$ cat src/rtl/mem_types_pkg.sv
// Shared types and sizing for the cacheline <-> banked-memory adapter.
package mem_types_pkg;

    localparam int LINE_W      = 256;
    localparam int BEAT_W      = 64;
    localparam int ADDR_W      = 32;
    localparam int BEATS       = LINE_W / BEAT_W;
    localparam int OFFSET_BITS = 5;
    localparam int CNT_W       = $clog2(BEATS);

    typedef enum logic [2:0] {
        IDLE     = 3'd0,
        RD_REQ   = 3'd1,
        RD_WAIT  = 3'd2,
        RD_RESP  = 3'd3,
        WR_BURST = 3'd4
    } cl_adapter_state_t;

    typedef logic [BEATS-1:0][BEAT_W-1:0] line_beats_t;

    // Bursts always start on a line boundary, so the byte offset is dropped.
    function automatic logic [ADDR_W-1:0] line_align(input logic [ADDR_W-1:0] a);
        return {a[ADDR_W-1:OFFSET_BITS], {OFFSET_BITS{1'b0}}};
    endfunction

endpackage

$ cat src/rtl/cacheline_itf.sv
// 256-bit cacheline request/response interface between cache side and adapter.
interface cacheline_itf;
    import mem_types_pkg::*;

    logic [ADDR_W-1:0] addr;
    logic              read;
    logic              write;
    logic [LINE_W-1:0] wdata;
    logic              ready;
    logic [ADDR_W-1:0] raddr;
    logic [LINE_W-1:0] rdata;
    logic              rvalid;

    modport slave  (input addr, read, write, wdata, output ready, raddr, rdata, rvalid);
    modport master (output addr, read, write, wdata, input ready, raddr, rdata, rvalid);

endinterface

$ cat src/rtl/cacheline_adapter_chk.sv
// Protocol checks on the request side of the cacheline adapter.
module cacheline_adapter_chk (
    input logic clk,
    input logic rst,
    input logic read,
    input logic write
);

    // A master must never ask for a read and a write in the same cycle.
    property p_no_dual_req;
        @(posedge clk) disable iff (rst) !(read && write);
    endproperty

    a_no_dual_req: assert property (p_no_dual_req)
        else $error("cacheline_adapter: read and write asserted together");

endmodule

$ cat src/rtl/cacheline_adapter.sv
// Responder end of the cacheline interface: turns each line read/write into a
// four-beat burst on the 64-bit memory port, one transaction at a time.
module cacheline_adapter
    import mem_types_pkg::*;
(
    input  logic              clk,
    input  logic              rst,
    cacheline_itf.slave       dfp,
    output logic [ADDR_W-1:0] bmem_addr,
    output logic              bmem_read,
    output logic              bmem_write,
    output logic [BEAT_W-1:0] bmem_wdata,
    input  logic              bmem_ready,
    input  logic [ADDR_W-1:0] bmem_raddr,
    input  logic [BEAT_W-1:0] bmem_rdata,
    input  logic              bmem_rvalid
);

    localparam logic [CNT_W-1:0] LAST_BEAT = CNT_W'(BEATS - 1);

    cl_adapter_state_t state_r;
    cl_adapter_state_t state_next_s;
    logic [CNT_W-1:0]  cnt_r;
    logic [ADDR_W-1:0] addr_r;
    line_beats_t       line_r;
    logic [ADDR_W-1:0] resp_addr_r;
    logic [LINE_W-1:0] resp_line_r;
    line_beats_t       assembled_s;
    logic              accept_s;
    logic              beat_hit_s;

    assign accept_s   = (state_r == IDLE) && (dfp.read || dfp.write);
    // Only beats tagged with our own line address count; stray traffic is ignored.
    assign beat_hit_s = (state_r == RD_WAIT) && bmem_rvalid && (bmem_raddr == addr_r);

    // State register.
    always_ff @(posedge clk) begin
        if (rst) begin
            state_r <= IDLE;
        end else begin
            state_r <= state_next_s;
        end
    end

    // Next-state logic; read wins if both requests are raised.
    always_comb begin
        state_next_s = state_r;
        case (state_r)
            IDLE: begin
                if (dfp.read) begin
                    state_next_s = RD_REQ;
                end else if (dfp.write) begin
                    state_next_s = WR_BURST;
                end else begin
                    state_next_s = IDLE;
                end
            end
            RD_REQ: begin
                if (bmem_ready) begin
                    state_next_s = RD_WAIT;
                end else begin
                    state_next_s = RD_REQ;
                end
            end
            RD_WAIT: begin
                if (beat_hit_s && (cnt_r == LAST_BEAT)) begin
                    state_next_s = RD_RESP;
                end else begin
                    state_next_s = RD_WAIT;
                end
            end
            RD_RESP: state_next_s = IDLE;
            WR_BURST: begin
                if (bmem_ready && (cnt_r == LAST_BEAT)) begin
                    state_next_s = IDLE;
                end else begin
                    state_next_s = WR_BURST;
                end
            end
            default: state_next_s = IDLE;
        endcase
    end

    // Line as it will look once the current read beat is folded in.
    always_comb begin
        assembled_s        = line_r;
        assembled_s[cnt_r] = bmem_rdata;
    end

    // Beat assembly / serialisation and response capture.
    always_ff @(posedge clk) begin
        if (rst) begin
            cnt_r       <= '0;
            addr_r      <= '0;
            line_r      <= '0;
            resp_addr_r <= '0;
            resp_line_r <= '0;
        end else if (accept_s) begin
            cnt_r  <= '0;
            addr_r <= line_align(dfp.addr);
            line_r <= dfp.wdata;
        end else if (beat_hit_s) begin
            cnt_r  <= cnt_r + CNT_W'(1);
            line_r <= assembled_s;
            if (cnt_r == LAST_BEAT) begin
                resp_addr_r <= addr_r;
                resp_line_r <= assembled_s;
            end else begin
                resp_addr_r <= resp_addr_r;
            end
        end else if ((state_r == WR_BURST) && bmem_ready) begin
            cnt_r <= cnt_r + CNT_W'(1);
        end else begin
            cnt_r <= cnt_r;
        end
    end

    // Memory-side outputs decoded from the registered state.
    always_comb begin
        bmem_read  = (state_r == RD_REQ);
        bmem_write = (state_r == WR_BURST);
        if ((state_r == RD_REQ) || (state_r == WR_BURST)) begin
            bmem_addr = addr_r;
        end else begin
            bmem_addr = '0;
        end
        if (state_r == WR_BURST) begin
            bmem_wdata = line_r[cnt_r];
        end else begin
            bmem_wdata = '0;
        end
    end

    assign dfp.ready  = (state_r == IDLE);
    assign dfp.rvalid = (state_r == RD_RESP);
    assign dfp.raddr  = resp_addr_r;
    assign dfp.rdata  = resp_line_r;

    cacheline_adapter_chk u_chk (
        .clk   (clk),
        .rst   (rst),
        .read  (dfp.read),
        .write (dfp.write)
    );

endmodule
$ cat src/flat_wrapper.sv
// flat-port wrapper written by rule: the top's interface ports become plain ports
module cacheline_adapter_flat import mem_types_pkg::*;
  (clk, rst, bmem_addr, bmem_read, bmem_write, bmem_wdata, bmem_ready, bmem_raddr, bmem_rdata, bmem_rvalid, dfp_addr, dfp_read, dfp_write, dfp_wdata, dfp_ready, dfp_raddr, dfp_rdata, dfp_rvalid);
  cacheline_itf dfp_i ();
  input  logic clk;
  input  logic rst;
  output logic [ADDR_W-1:0] bmem_addr;
  output logic bmem_read;
  output logic bmem_write;
  output logic [BEAT_W-1:0] bmem_wdata;
  input  logic bmem_ready;
  input  logic [ADDR_W-1:0] bmem_raddr;
  input  logic [BEAT_W-1:0] bmem_rdata;
  input  logic bmem_rvalid;
  input wire logic [$bits(dfp_i.addr)-1:0] dfp_addr;
  input wire logic [$bits(dfp_i.read)-1:0] dfp_read;
  input wire logic [$bits(dfp_i.write)-1:0] dfp_write;
  input wire logic [$bits(dfp_i.wdata)-1:0] dfp_wdata;
  output wire logic [$bits(dfp_i.ready)-1:0] dfp_ready;
  output wire logic [$bits(dfp_i.raddr)-1:0] dfp_raddr;
  output wire logic [$bits(dfp_i.rdata)-1:0] dfp_rdata;
  output wire logic [$bits(dfp_i.rvalid)-1:0] dfp_rvalid;
  assign dfp_i.addr = dfp_addr;
  assign dfp_i.read = dfp_read;
  assign dfp_i.write = dfp_write;
  assign dfp_i.wdata = dfp_wdata;
  assign dfp_ready = dfp_i.ready;
  assign dfp_raddr = dfp_i.raddr;
  assign dfp_rdata = dfp_i.rdata;
  assign dfp_rvalid = dfp_i.rvalid;
  cacheline_adapter u_core (.clk(clk), .rst(rst), .dfp(dfp_i), .bmem_addr(bmem_addr), .bmem_read(bmem_read), .bmem_write(bmem_write), .bmem_wdata(bmem_wdata), .bmem_ready(bmem_ready), .bmem_raddr(bmem_raddr), .bmem_rdata(bmem_rdata), .bmem_rvalid(bmem_rvalid));
endmodule
$ cat config.mk
export PLATFORM = sky130hd
export DESIGN_NAME = cacheline_adapter_flat
export DESIGN_NICKNAME = d
export VERILOG_FILES = /design/src/rtl/mem_types_pkg.sv /design/src/rtl/cacheline_itf.sv /design/src/rtl/cacheline_adapter_chk.sv /design/src/rtl/cacheline_adapter.sv /design/src/flat_wrapper.sv
export SDC_FILE = /design/constraint.sdc
export NUM_CORES = 1
export LEC_CHECK = 0
export ABC_AREA = 1
export BUFFER_PORTS_ARGS = -buffer_cell sky130_fd_sc_hd__buf_2
export CAP_MARGIN = 20
export CORE_AREA = 2 2 306 308
export DETAILED_ROUTE_END_ITERATION = 8
export DIE_AREA = 0 0 308 310
export PLACE_DENSITY_LB_ADDON = 0.08
export SLEW_MARGIN = 20
export SYNTH_ARGS = -nofsm -noshare
export SYNTH_HDL_FRONTEND = slang
export SYNTH_SLANG_ARGS = --single-unit
$ cat constraint.sdc
create_clock -name clk -period 4.25 [get_ports clk]
set_input_delay 1.0625 -clock clk [delete_from_list [all_inputs] [get_ports clk]]
set_output_delay 1.0625 -clock clk [all_outputs]
set_load 0.005 [all_outputs]
==> impl_metrics.tcl <==
set metrics [dict create \
    synth_common_cells "1,233 x nor2_1, 1,166 x nand2_1, 575 x o21ai_0, 571 x dfxtp_1, 423 x nand3_1" \
    syn-cell-area_um2 30700 \
    rsz0062_at_grt "false" \
    p_leak_nw 17.6 \
    synth.avg_cell_area_um2 6.04 \
    grt_use_total 0.270 \
    gr-total-overflow 0 \
    cp.required_ns 3.19 \
    yosys_warnings 0 \
    setup_viol 0 \
    timing.final.hold_violations 0 \
    die_h_um 310 \
    num_vias 34300 \
    yosysTopAreaCell "dfxtp_1" \
    cts_tree "done" \
    drt-initial-drc-count 2280 \
    fin_crit_sh 0.942 \
    grt_pass1_wl_mm 198 \
    synth_top_cell_area_share 0.373 \
    routedWlPerCell_um 19.6 \
    io_pins 778 \
    crit_path_start_kind "flop" \
    syn_inst 5074 \
    clock_skew_ns 0.0175 \
    drc 0 \
    status "finished clean" \
    worst_slew_pin_slew_ns 1.23 \
    total_power_mw 15.1 \
    multi_input_area_um2 16400 \
    core-area_um2 92500 \
    synthToLayoutAreaGrowth_pct 22.2 \
    fin_nets 5970 \
    path_class "reg -> out" \
    synth-edff-count 0 \
    critPathCapture "bmem_wdata[49]" \
    hold_depth 2 \
    rows 112 \
    slew_violations 0 \
    synth-seq-area-share 0.373 \
    min_path_type "reg -> reg" \
    hpwl_mm 89.0 \
    path_clk_slew_ns 0.06 \
    path_max_fanout 25 \
    htreeDepth 3 \
    insertion_delay_ns 0.65 \
    post_cts_buffers 0 \
    grt_pass1_vias 32200 \
    clockBufferDepth 3 \
    yosys_most_used_dff "dfxtp_1" \
    timing.hold.ws_ns 0.476 \
    startpoint "u_core.state_r[1]" \
    fmax_ghz 0.250 \
    io_buffer_count 762 \
    initial_utilization 0.331 \
    r2r_cells 8 \
    detail-route-antenna-nets 0 \
    r2r-end "u_core.line_r[140]" \
    drt_pass1_iterations 5 \
    vias_per_cell 5.01 \
    vdd_ir_drop_max_mv 0.317 \
    ctsHoldBuffers 0 \
    seq_area_um2 11400 \
    synth.most_common_cell "nor2_1" \
    fin_crit_ns 4.00 \
    wl_mm 134 \
    cts_resized 1 \
    antenna_found_initial 45 \
    p_per_area_nw_per_um2 403 \
    grt_max_degree 170 \
    fin_tns_setup_ns 0 \
    async_reset_ff_frac 0 \
    dieWidth_um 308 \
    ys_ff_latch 571 \
    r2r_start "u_core.cnt_r[1]" \
    gp_congestion 0.860 \
    die_area_um2 95500 \
    drv_cap 0 \
    synth_cell_types 26 \
    endpoint_kind "output pin" \
    hp-start "u_core.dfp.rdata[176]" \
    root_buffer "clkbuf_16" \
    cts.sinks 571 \
    drive_above_1_share 0.173 \
    synth_top_cells_by_area "dfxtp_1 37%, nor2_1 15%, nand2_1 14%" \
    cts_buffers 72 \
    num-fill-cells 10400 \
    arrival_ns 2.94 \
    slew_headroom 0.180 \
    r2r_slack_ns 1.07 \
]
[flip-flops by register name, summed over array words and instances (netlist names)]
signal	flops
u_core.addr_r	27
u_core.cnt_r	2
u_core.dfp.raddr	27
u_core.dfp.rdata	256
u_core.line_r	256
u_core.state_r	3
[worst min path at each step]
stage | to
final | u_core.dfp.rdata[176]
after detailed placement | u_core.dfp.rdata[176]
after floorplan | u_core.addr_r[30]
after CTS | u_core.dfp.rdata[197]
after global placement | u_core.dfp.rdata[1]
after global routing | u_core.dfp.raddr[16]
[power by group]
part | switching [mW] | internal (mW)
Clock | 2.50 | 3.47
Combinational | 2.05 | 1.06
Sequential | 0.235 | 5.77
[per-stage QoR]
step / instance area, um^2 / utilization / std cells / setup slack, ns
finish: 37500 / 0.405 / 6836 / 0.246
global route: 37400 / 0.405 / 6829 / 0.130
CTS: 37400 / 0.404 / 6817 / 0.147
detailed placement: 35200 / 0.381 / 6699 / 0.700
global placement: 35200 / 0.381 / 6699 / 0.679
floorplan: 30700 / - / 5083 / 1.70
[placed cells by master, fill, tap and decap left out]
cell,netlist,routed
xnor2_1,5,5
o21ai_4,0,1
nor2_1,1233,1231
clkbuf_8,0,15
nand2_4,0,1
nand3_2,1,1
clkinv_4,0,1
conb_1,1,10
o211ai_1,45,45
nor2_4,0,2
dfxtp_4,0,2
nor3_1,2,2
and2_1,1,1
o21ai_1,4,4
nor2_2,2,2
dfxtp_1,571,569
inv_1,287,285
o21ai_0,575,575
nand3b_1,84,84
clkbuf_16,0,75
buf_4,12,42
buf_12,0,25
nand2_1,1166,1166
inv_8,0,3
clkinv_2,0,2
xor2_1,1,1
nand3_1,423,423
ha_4,0,4
inv_6,0,4
inv_4,0,2
a21oi_1,225,225
diode_2,0,19
nand4_1,1,1
clkbuf_1,241,23
buf_2,127,762
inv_2,30,25
nand2_8,0,1
[critical path: stages (launching register included)]
cell	delay (ns)
dfxtp_1	0.33
nor2_1	0.13
inv_2	0.05
nor2_1	0.53
clkinv_4	0.37
buf_4	0.40
a21oi_1	0.27
buf_2	0.16
[per-layer routing]
metal | routed length, um | global-route usage | up-vias | share of wire
li1 | - | - | 17100 | -
met1 | 55300 | 0.329 | 15800 | 0.41
met2 | 63000 | 0.448 | 1078 | 0.47
met3 | 9680 | 0.0665 | 292 | 0.072
met4 | 5760 | 0.124 | 40 | 0.043
met5 | 249 | 0 | - | 0.0019
[area by class of cell]
type                            count  share of cell area
Tap cell                         1197              0.0400
Multi-Input combinational cell   3785               0.438
Antenna cell                       19             0.00127
Sequential cell                   571               0.305
Clock buffer                      113              0.0579
Clock inverter                      5            0.000969
Timing Repair Buffer              829               0.124
Inverter                          317              0.0328
[logic make-up (layout without fill, tap and decap cells)]
| family | Yosys count | in the layout | share of synthesized area |
|---|---|---|---|
| simple gates | 2915 | 2915 | 0.385 |
| compound gates | 850 | 850 | 0.143 |
| fa+ha+maj | 4 | 4 | 0.00163 |
| flops | 571 | 571 | 0.373 |
| xor+xnor | 6 | 6 | 0.00171 |
| buf+inv | 727 | 1264 | 0.0957 |
| other cells | 1 | 29 | 0.000122 |
Power figures use the tool's default switching activity.
